## src/rtl/dvp_frame_capture.sv

```systemverilog
// DVP camera capture front end.
// Assembles sensor bytes into pixels, crops a window, flags frame/line events.
module dvp_frame_capture #(
  parameter int DATA_W        = 8,
  parameter int BYTES_PER_PIX = 2,
  parameter int H_ACTIVE      = 640,
  parameter int V_ACTIVE      = 480,
  parameter int SKIP_FRAMES   = 10,
  parameter int CNT_W         = 12
) (
  input  logic                            clk,
  input  logic                            rst,
  input  logic [DATA_W-1:0]               i_data,
  input  logic                            i_href,
  input  logic                            i_vsync,
  input  logic                            i_cap_en,
  input  logic [CNT_W-1:0]                i_win_x0,
  input  logic [CNT_W-1:0]                i_win_y0,
  input  logic [CNT_W-1:0]                i_win_w,
  input  logic [CNT_W-1:0]                i_win_h,
  output logic [DATA_W*BYTES_PER_PIX-1:0] o_pix,
  output logic                            o_pix_vld,
  output logic                            o_sof,
  output logic                            o_eol,
  output logic                            o_eof,
  output logic [15:0]                     o_frame_cnt,
  output logic                            o_line_err,
  output logic                            o_busy
);

  localparam int PIX_W = DATA_W * BYTES_PER_PIX;
  localparam int IDX_W = (BYTES_PER_PIX > 1) ? $clog2(BYTES_PER_PIX) : 1;
  localparam logic [IDX_W-1:0] LAST_IDX = IDX_W'(BYTES_PER_PIX - 1);
  localparam logic [CNT_W-1:0] H_END = CNT_W'(H_ACTIVE);
  localparam logic [CNT_W-1:0] V_END = CNT_W'(V_ACTIVE);
  localparam logic [15:0] SKIP_LD = 16'(SKIP_FRAMES);

  typedef enum logic [1:0] {
    S_IDLE, S_SKIP, S_WAIT, S_ACTIVE
  } state_t;

  state_t state_q, state_d;
  logic [15:0] skip_q, skip_d;
  logic vsync_q, href_q, frm_q, frm_d;
  logic fs_pend_q, fs_pend_d;
  logic [IDX_W-1:0] idx_q, idx_d, idx_cur;
  logic [CNT_W-1:0] x_q, x_d, y_q, y_d, y_fe;
  logic [CNT_W-1:0] x0_q, x0_d, y0_q, y0_d;
  logic [CNT_W-1:0] xe_q, xe_d, ye_q, ye_d;
  logic [PIX_W-1:0] pix_q, pix_d, pix_new;
  logic vld_q, vld_d, sof_q, sof_d;
  logic eol_q, eol_d, eof_q, eof_d;
  logic [15:0] cnt_q, cnt_d;
  logic err_q, err_d;
  logic fs, fe, h, h_rise, line_end;
  logic act, go_act, pix_done, in_win, shift;

  function automatic logic [CNT_W-1:0] win_end(
    input logic [CNT_W-1:0] org,
    input logic [CNT_W-1:0] len,
    input logic [CNT_W-1:0] lim
  );
    logic [CNT_W:0] sum;
    sum = {1'b0, org} + {1'b0, len};
    if (len == '0 || sum >= {1'b0, lim}) return lim;
    return sum[CNT_W-1:0];
  endfunction

  // href is forced low on frame end so a line still open at vsync rise closes first
  assign fs       = vsync_q & ~i_vsync;
  assign fe       = ~vsync_q & i_vsync;
  assign h        = i_href & ~fe;
  assign h_rise   = h & ~href_q;
  assign line_end = href_q & ~h;
  assign act      = (state_q == S_ACTIVE);
  assign idx_cur  = h_rise ? '0 : idx_q;
  assign shift    = act & h;
  assign pix_done = shift && (idx_cur == LAST_IDX);
  assign in_win   = (x_q >= x0_q) && (x_q < xe_q) &&
                    (y_q >= y0_q) && (y_q < ye_q);
  assign y_fe     = line_end ? y_q + 1'b1 : y_q;
  assign frm_d    = fs ? 1'b1 : (fe ? 1'b0 : frm_q);

  generate
    if (BYTES_PER_PIX == 1) begin : g_one
      assign pix_new = i_data;
    end else begin : g_multi
      localparam int SR_W = PIX_W - DATA_W;
      logic [SR_W-1:0] sr_q;
      always_ff @(posedge clk or posedge rst) begin
        if (rst) sr_q <= '0;
        else if (shift) sr_q <= pix_new[SR_W-1:0];
      end
      assign pix_new = {sr_q, i_data};
    end
  endgenerate

  always_comb begin
    state_d   = state_q;
    skip_d    = skip_q;
    fs_pend_d = 1'b0;
    go_act    = 1'b0;
    unique case (state_q)
      S_IDLE: begin
        skip_d = SKIP_LD;
        if (i_cap_en)
          state_d = (SKIP_FRAMES > 0) ? S_SKIP : S_WAIT;
      end
      S_SKIP: begin
        if (!i_cap_en) begin
          state_d = S_IDLE;
          skip_d  = SKIP_LD;
        end else if (fe && frm_q) begin
          // only frames whose start was seen count as settled
          skip_d = skip_q - 16'd1;
          if (skip_q <= 16'd1) state_d = S_WAIT;
        end
      end
      S_WAIT: begin
        if (!i_cap_en) begin
          state_d = S_IDLE;
          skip_d  = SKIP_LD;
        end else if ((fs || fs_pend_q) && !i_href) begin
          state_d = S_ACTIVE;
          go_act  = 1'b1;
        end else begin
          fs_pend_d = (fs || fs_pend_q) && !fe;
        end
      end
      S_ACTIVE: begin
        if (fe) state_d = i_cap_en ? S_WAIT : S_IDLE;
      end
      default: state_d = S_IDLE;
    endcase
  end

  always_comb begin
    idx_d = idx_q;
    x_d   = x_q;
    y_d   = y_q;
    x0_d  = x0_q;
    y0_d  = y0_q;
    xe_d  = xe_q;
    ye_d  = ye_q;
    pix_d = pix_q;
    vld_d = 1'b0;
    sof_d = 1'b0;
    eol_d = 1'b0;
    eof_d = 1'b0;
    cnt_d = cnt_q;
    err_d = err_q;
    if (go_act) begin
      idx_d = '0;
      x_d   = '0;
      y_d   = '0;
      err_d = 1'b0;
      x0_d  = i_win_x0;
      y0_d  = i_win_y0;
      xe_d  = win_end(i_win_x0, i_win_w, H_END);
      ye_d  = win_end(i_win_y0, i_win_h, V_END);
    end
    if (act) begin
      if (h) begin
        idx_d = pix_done ? '0 : idx_cur + 1'b1;
        if (pix_done) begin
          if (x_q != '1) x_d = x_q + 1'b1;
          if (in_win) begin
            pix_d = pix_new;
            vld_d = 1'b1;
            sof_d = (x_q == x0_q) && (y_q == y0_q);
            eol_d = (x_q == xe_q - 1'b1);
            eof_d = (x_q == xe_q - 1'b1) && (y_q == ye_q - 1'b1);
          end
        end
      end
      if (line_end) begin
        x_d = '0;
        if (y_q != '1) y_d = y_q + 1'b1;
        if (idx_q != '0 || x_q != H_END) err_d = 1'b1;
      end
      if (fe) begin
        cnt_d = cnt_q + 16'd1;
        if (y_fe != V_END) err_d = 1'b1;
      end
    end
  end

  always_ff @(posedge clk or posedge rst) begin
    if (rst) begin
      state_q   <= S_IDLE;
      skip_q    <= SKIP_LD;
      vsync_q   <= 1'b0;
      href_q    <= 1'b0;
      frm_q     <= 1'b0;
      fs_pend_q <= 1'b0;
      idx_q     <= '0;
      x_q       <= '0;
      y_q       <= '0;
      x0_q      <= '0;
      y0_q      <= '0;
      xe_q      <= '0;
      ye_q      <= '0;
      pix_q     <= '0;
      vld_q     <= 1'b0;
      sof_q     <= 1'b0;
      eol_q     <= 1'b0;
      eof_q     <= 1'b0;
      cnt_q     <= '0;
      err_q     <= 1'b0;
    end else begin
      state_q   <= state_d;
      skip_q    <= skip_d;
      vsync_q   <= i_vsync;
      href_q    <= i_href;
      frm_q     <= frm_d;
      fs_pend_q <= fs_pend_d;
      idx_q     <= idx_d;
      x_q       <= x_d;
      y_q       <= y_d;
      x0_q      <= x0_d;
      y0_q      <= y0_d;
      xe_q      <= xe_d;
      ye_q      <= ye_d;
      pix_q     <= pix_d;
      vld_q     <= vld_d;
      sof_q     <= sof_d;
      eol_q     <= eol_d;
      eof_q     <= eof_d;
      cnt_q     <= cnt_d;
      err_q     <= err_d;
    end
  end

  assign o_pix       = pix_q;
  assign o_pix_vld   = vld_q;
  assign o_sof       = sof_q;
  assign o_eol       = eol_q;
  assign o_eof       = eof_q;
  assign o_frame_cnt = cnt_q;
  assign o_line_err  = err_q;
  assign o_busy      = (state_q != S_IDLE);

endmodule

```

## config.mk

```make
export PLATFORM = sky130hd
export DESIGN_NAME = dvp_frame_capture
export DESIGN_NICKNAME = d
export VERILOG_FILES = /design/src/rtl/dvp_frame_capture.sv
export SDC_FILE = /design/constraint.sdc
export NUM_CORES = 1
export LEC_CHECK = 0
export CAP_MARGIN = 20
export CORE_UTILIZATION = 35
export CTS_CLUSTER_DIAMETER = 50
export DETAILED_ROUTE_END_ITERATION = 8
export SYNTH_ARGS = -nofsm -noshare
export SYNTH_HDL_FRONTEND = slang
export SYNTH_SLANG_ARGS = --single-unit
```

## constraint.sdc

```tcl
create_clock -name clk -period 5.17 [get_ports clk]
set_input_delay 0.7755 -clock clk [delete_from_list [all_inputs] [get_ports clk]]
set_output_delay 0.7755 -clock clk [all_outputs]
set_load 0.005 [all_outputs]
```

==> impl_metrics.csv <==
group,metric,value,unit
layout,final_area,0.0109,sq mm
worst_setup_path,crit_path_end_kind,"flop",
yosys,synth_top_cell_by_area,"dfrtp_1",
routing,dr_wl_met2,11000,um
power,pwr-share-clk,43.8,%
worst_setup_path,ff2ff_path_depth,9,
worst_setup_path,max_stage_delay,0.63,ns
sta,tns,0,ns
yosys,synthArstFlopShare,100,%
place,dpl.hpwl,16400,um
yosys,synth.ff_latch_count,140,
place,postPlaceCellArea,0.0104,sq mm
flow_run,cap_violations,0,
yosys,syn_inst,991,
worst_setup_path,r2r_slack,2.01,ns
global_routing,gr-usage-all-layers,17.5,%
sta,hold_violations,0,
worst_setup_path,cp_max_fo,5,
yosys,ys_seq_area_share,38.7,%
layout,diodes,0,
die,die_area,0.0265,sq mm
sta,tightest_slew,0.807,ns
global_routing,grt_antenna_before_repair,0,
global_routing,grt-ovfl-total,0,
clock_tree,cts_tree,"done",
layout,regArea,0.00351,sq mm
layout,final_common_cell,"dfrtp_1",
global_routing,grt_max_degree,79,
routing,wl_met1,10300,um
worst_setup_path,crit_arrival,3.67,ns
clock_tree,clockRootBuffer,"clkbuf_16",
layout,mostFrequentLayoutCells,"138 x dfrtp_1, 98 x clkdlybuf4s50_1, 97 x nand2_1, 82 x ha_1, 78 x inv_1",
worst_setup_path,slowest_stage,"or4_1",
routing,wl_per_cell,15.5,um
clock_tree,clock_latency,0.43,ns
yosys,synth_cell_type_count,64,
sta,setup_violations,0,
yosys,syn_nets,1136,
die,initial_core_util,35.8,%
layout,area_delta_synth_final,20.9,%
worst_setup_path,worstSetupPathType,"in -> reg",
yosys,ys_warn_count,0,
yosys,synth_edf_count,0,
layout,multiInputGateArea,0.00512,sq mm
power,power_frac_seq,43.8,%
die,die_x,163,um
yosys,syn_area_per_cell,9.13,sq um
sta,max_freq,299,MHz
routing,postRouteAntennaNets,0,
die,core_area,0.0253,sq mm
worst_setup_path,cp_num_buf_inv,2,
worst_setup_path,timing.rr.start,"y_q[2]",
die,dieHeight,163,um
routing,routed-via-count,7412,
place,port_buffers,98,
worst_setup_path,start_kind,"input pin",
sta,slew_violations,0,
routing,wirelength,22000,um
sta,period_share,64.8,%
sta,period_needed,3.35,ns
yosys,synthTopCellsByArea,"dfrtp_1 38%, ha_1 11%, xnor2_1 4.4%",
yosys,synth_flop_cell,"dfrtp_1",
global_routing,grt_first_pass_wirelength,37000,um
sta,slew_headroom,46.0,%
die,row_count,58,
sta,grt_setup_unrepaired,"false",
clock_tree,numCtsBuffers,17,
power,ir_drop,0.000188,V
layout,n_fill_cell,2471,
clock_tree,htreeDepth,4,
power,powerDensity,241,mW/mm^2
power,p_switching,0.000727,W
power,combPwrFrac,12.4,%
routing,top_layer,"met4",
power,power.leakage,5.02,nW
worst_setup_path,critPathTopFamily,"simple AND/OR/NAND/NOR gates",
worst_setup_path,cp_cell_sequence,"clkdlybuf4s50_1 -> ha_1 -> inv_1 -> fa_1 -> nor2b_1 -> o31a_1 -> nor4b_1 -> a21oi_1 -> xnor2_1 -> or4_1 -> a32o_1",
layout,postLayoutCoreUtil,43.3,%
global_routing,grt_pass1_vias,7281,
routing,drt_iter0_markers,508,
routing,wl_met3,565,um
worst_hold_path,hold_class,"reg -> reg",
die,io_pins,99,
clock_tree,clock_sinks,140,
layout,drive_gt1_share,7.85,%
sta,layout_setup_ws,1.82,ns
routing,dr.pass1.iters,6,
clock_tree,post_cts_buffers,0,
power,switching_share,27.6,%
worst_hold_path,whs_path_depth,1,
clock_tree,cts_resized,0,
clock_tree,clk_path_buf_depth,2,
layout,fin_nets,1227,
power,intPower,0.00191,W
routing,drc,0,
clock_tree,clk_pin_slew,0.06,ns
worst_hold_path,hold_end,"skip_q[15]",
clock_tree,postCtsHoldBufs,0,
worst_setup_path,cp.required,5.49,ns
worst_hold_path,min_from,"skip_q[15]",
outcome,status,"finished clean",
routing,viasPerCell,5.20,
place,post-place-ws,0.881,ns
yosys,synth_top_area_share,38.2,%
worst_setup_path,reg2reg_to,"o_pix[12]",
yosys,netlist_area,0.00905,sq mm
place,finalWeightedCongestion,0.829,
sta,skew,0.0113,ns
-- worst max path at each step --
stage                            to        from  cells past startpoint
after global routing      o_pix[15]     i_vsync                     10
after CTS                 o_pix[12]     i_vsync                      9
final                       ye_q[0]  i_win_h[0]                     11
after global placement     o_pix[6]     i_vsync                      9
after floorplan               frm_q         rst                      1
after detailed placement   o_pix[5]     i_vsync                      9
-- cell type report --
class | instances | area share, %
flip-flops and latches | 140 | 32.0
clock inverters | 15 | 1.19
multi-input cells | 738 | 46.8
inverters | 79 | 2.76
clock buffers | 17 | 3.89
repair buffers | 106 | 9.55
well taps | 330 | 3.77
-- cell families after synthesis --
| logic type | after synthesis | share of synthesized area, % |
|---|---|---|
| XOR/XNOR | 73 | 7.06 |
| AND/OR/NAND/NOR | 332 | 18.3 |
| flip-flops | 140 | 38.7 |
| AO/OA/AOI/OAI | 216 | 15.3 |
| adder cells (fa/ha/maj) | 84 | 11.8 |
| multiplexers | 33 | 4.09 |
| buffers and inverters | 113 | 4.71 |
-- registers in the layout, summed over array words and instances (netlist names), 8 cells and up --
name / count
xe_q: 12
ye_q: 12
g_multi.sr_q: 8
x0_q: 12
y_q: 12
o_frame_cnt: 16
x_q: 12
o_pix: 16
y0_q: 12
skip_q: 16
-- per-stage QoR --
step / power, W / hold WS [ns] / std cells
final: 0.00263 / 0.488 / 1425
after global routing: 0.00276 / 0.516 / 1425
after CTS: 0.00267 / 0.493 / 1424
after detailed placement: 0.00150 / 0.484 / 1392
after global placement: 0.00150 / 0.462 / 1392
after floorplan: 0.00137 / 0.450 / 991
-- metal layers --
layer  up-vias  GRT usage [%]
met5         -              0
met1      3581           22.5
li1       3719              -
met2        93           29.8
met4         0           4.59
met3        19           3.36
-- synth_stat cells, types with 5 or more instances --
master / instances
nor3_1: 26
ha_1: 82
inv_1: 79
xnor2_1: 45
o22ai_1: 5
nor2_1: 69
a22o_1: 8
xor2_1: 28
a31oi_1: 9
o21ai_0: 75
or3_1: 6
nor4_1: 15
clkbuf_1: 30
dfrtp_1: 138
a211oi_1: 7
a21o_1: 15
nand2b_1: 11
and3_1: 10
mux2_2: 32
nand3_1: 47
nand2_1: 97
a21oi_1: 42
o211ai_1: 8
a32o_1: 7
nor2b_1: 7
nand4_1: 20
-- power groups by stage --
stage                     clock network, W  logic (W)  registers, W
after floorplan                          0   0.000210       0.00116
after global placement                   0   0.000325       0.00117
after detailed placement                 0   0.000328       0.00117
after CTS                          0.00118   0.000330       0.00115
after global routing               0.00123   0.000368       0.00116
final                              0.00115   0.000326       0.00115
-- worst register-to-register path, stage by stage, from the launching register on --
cell and delay, ns:
dfrtp_1 0.63, ha_1 0.33, a21o_1 0.18, a21oi_1 0.22, o21ai_0 0.14, a221o_1 0.36, o22a_1 0.21, nand3_1 0.36
buf_6 0.25, mux2_2 0.36
(Power assumes the default switching activity.)
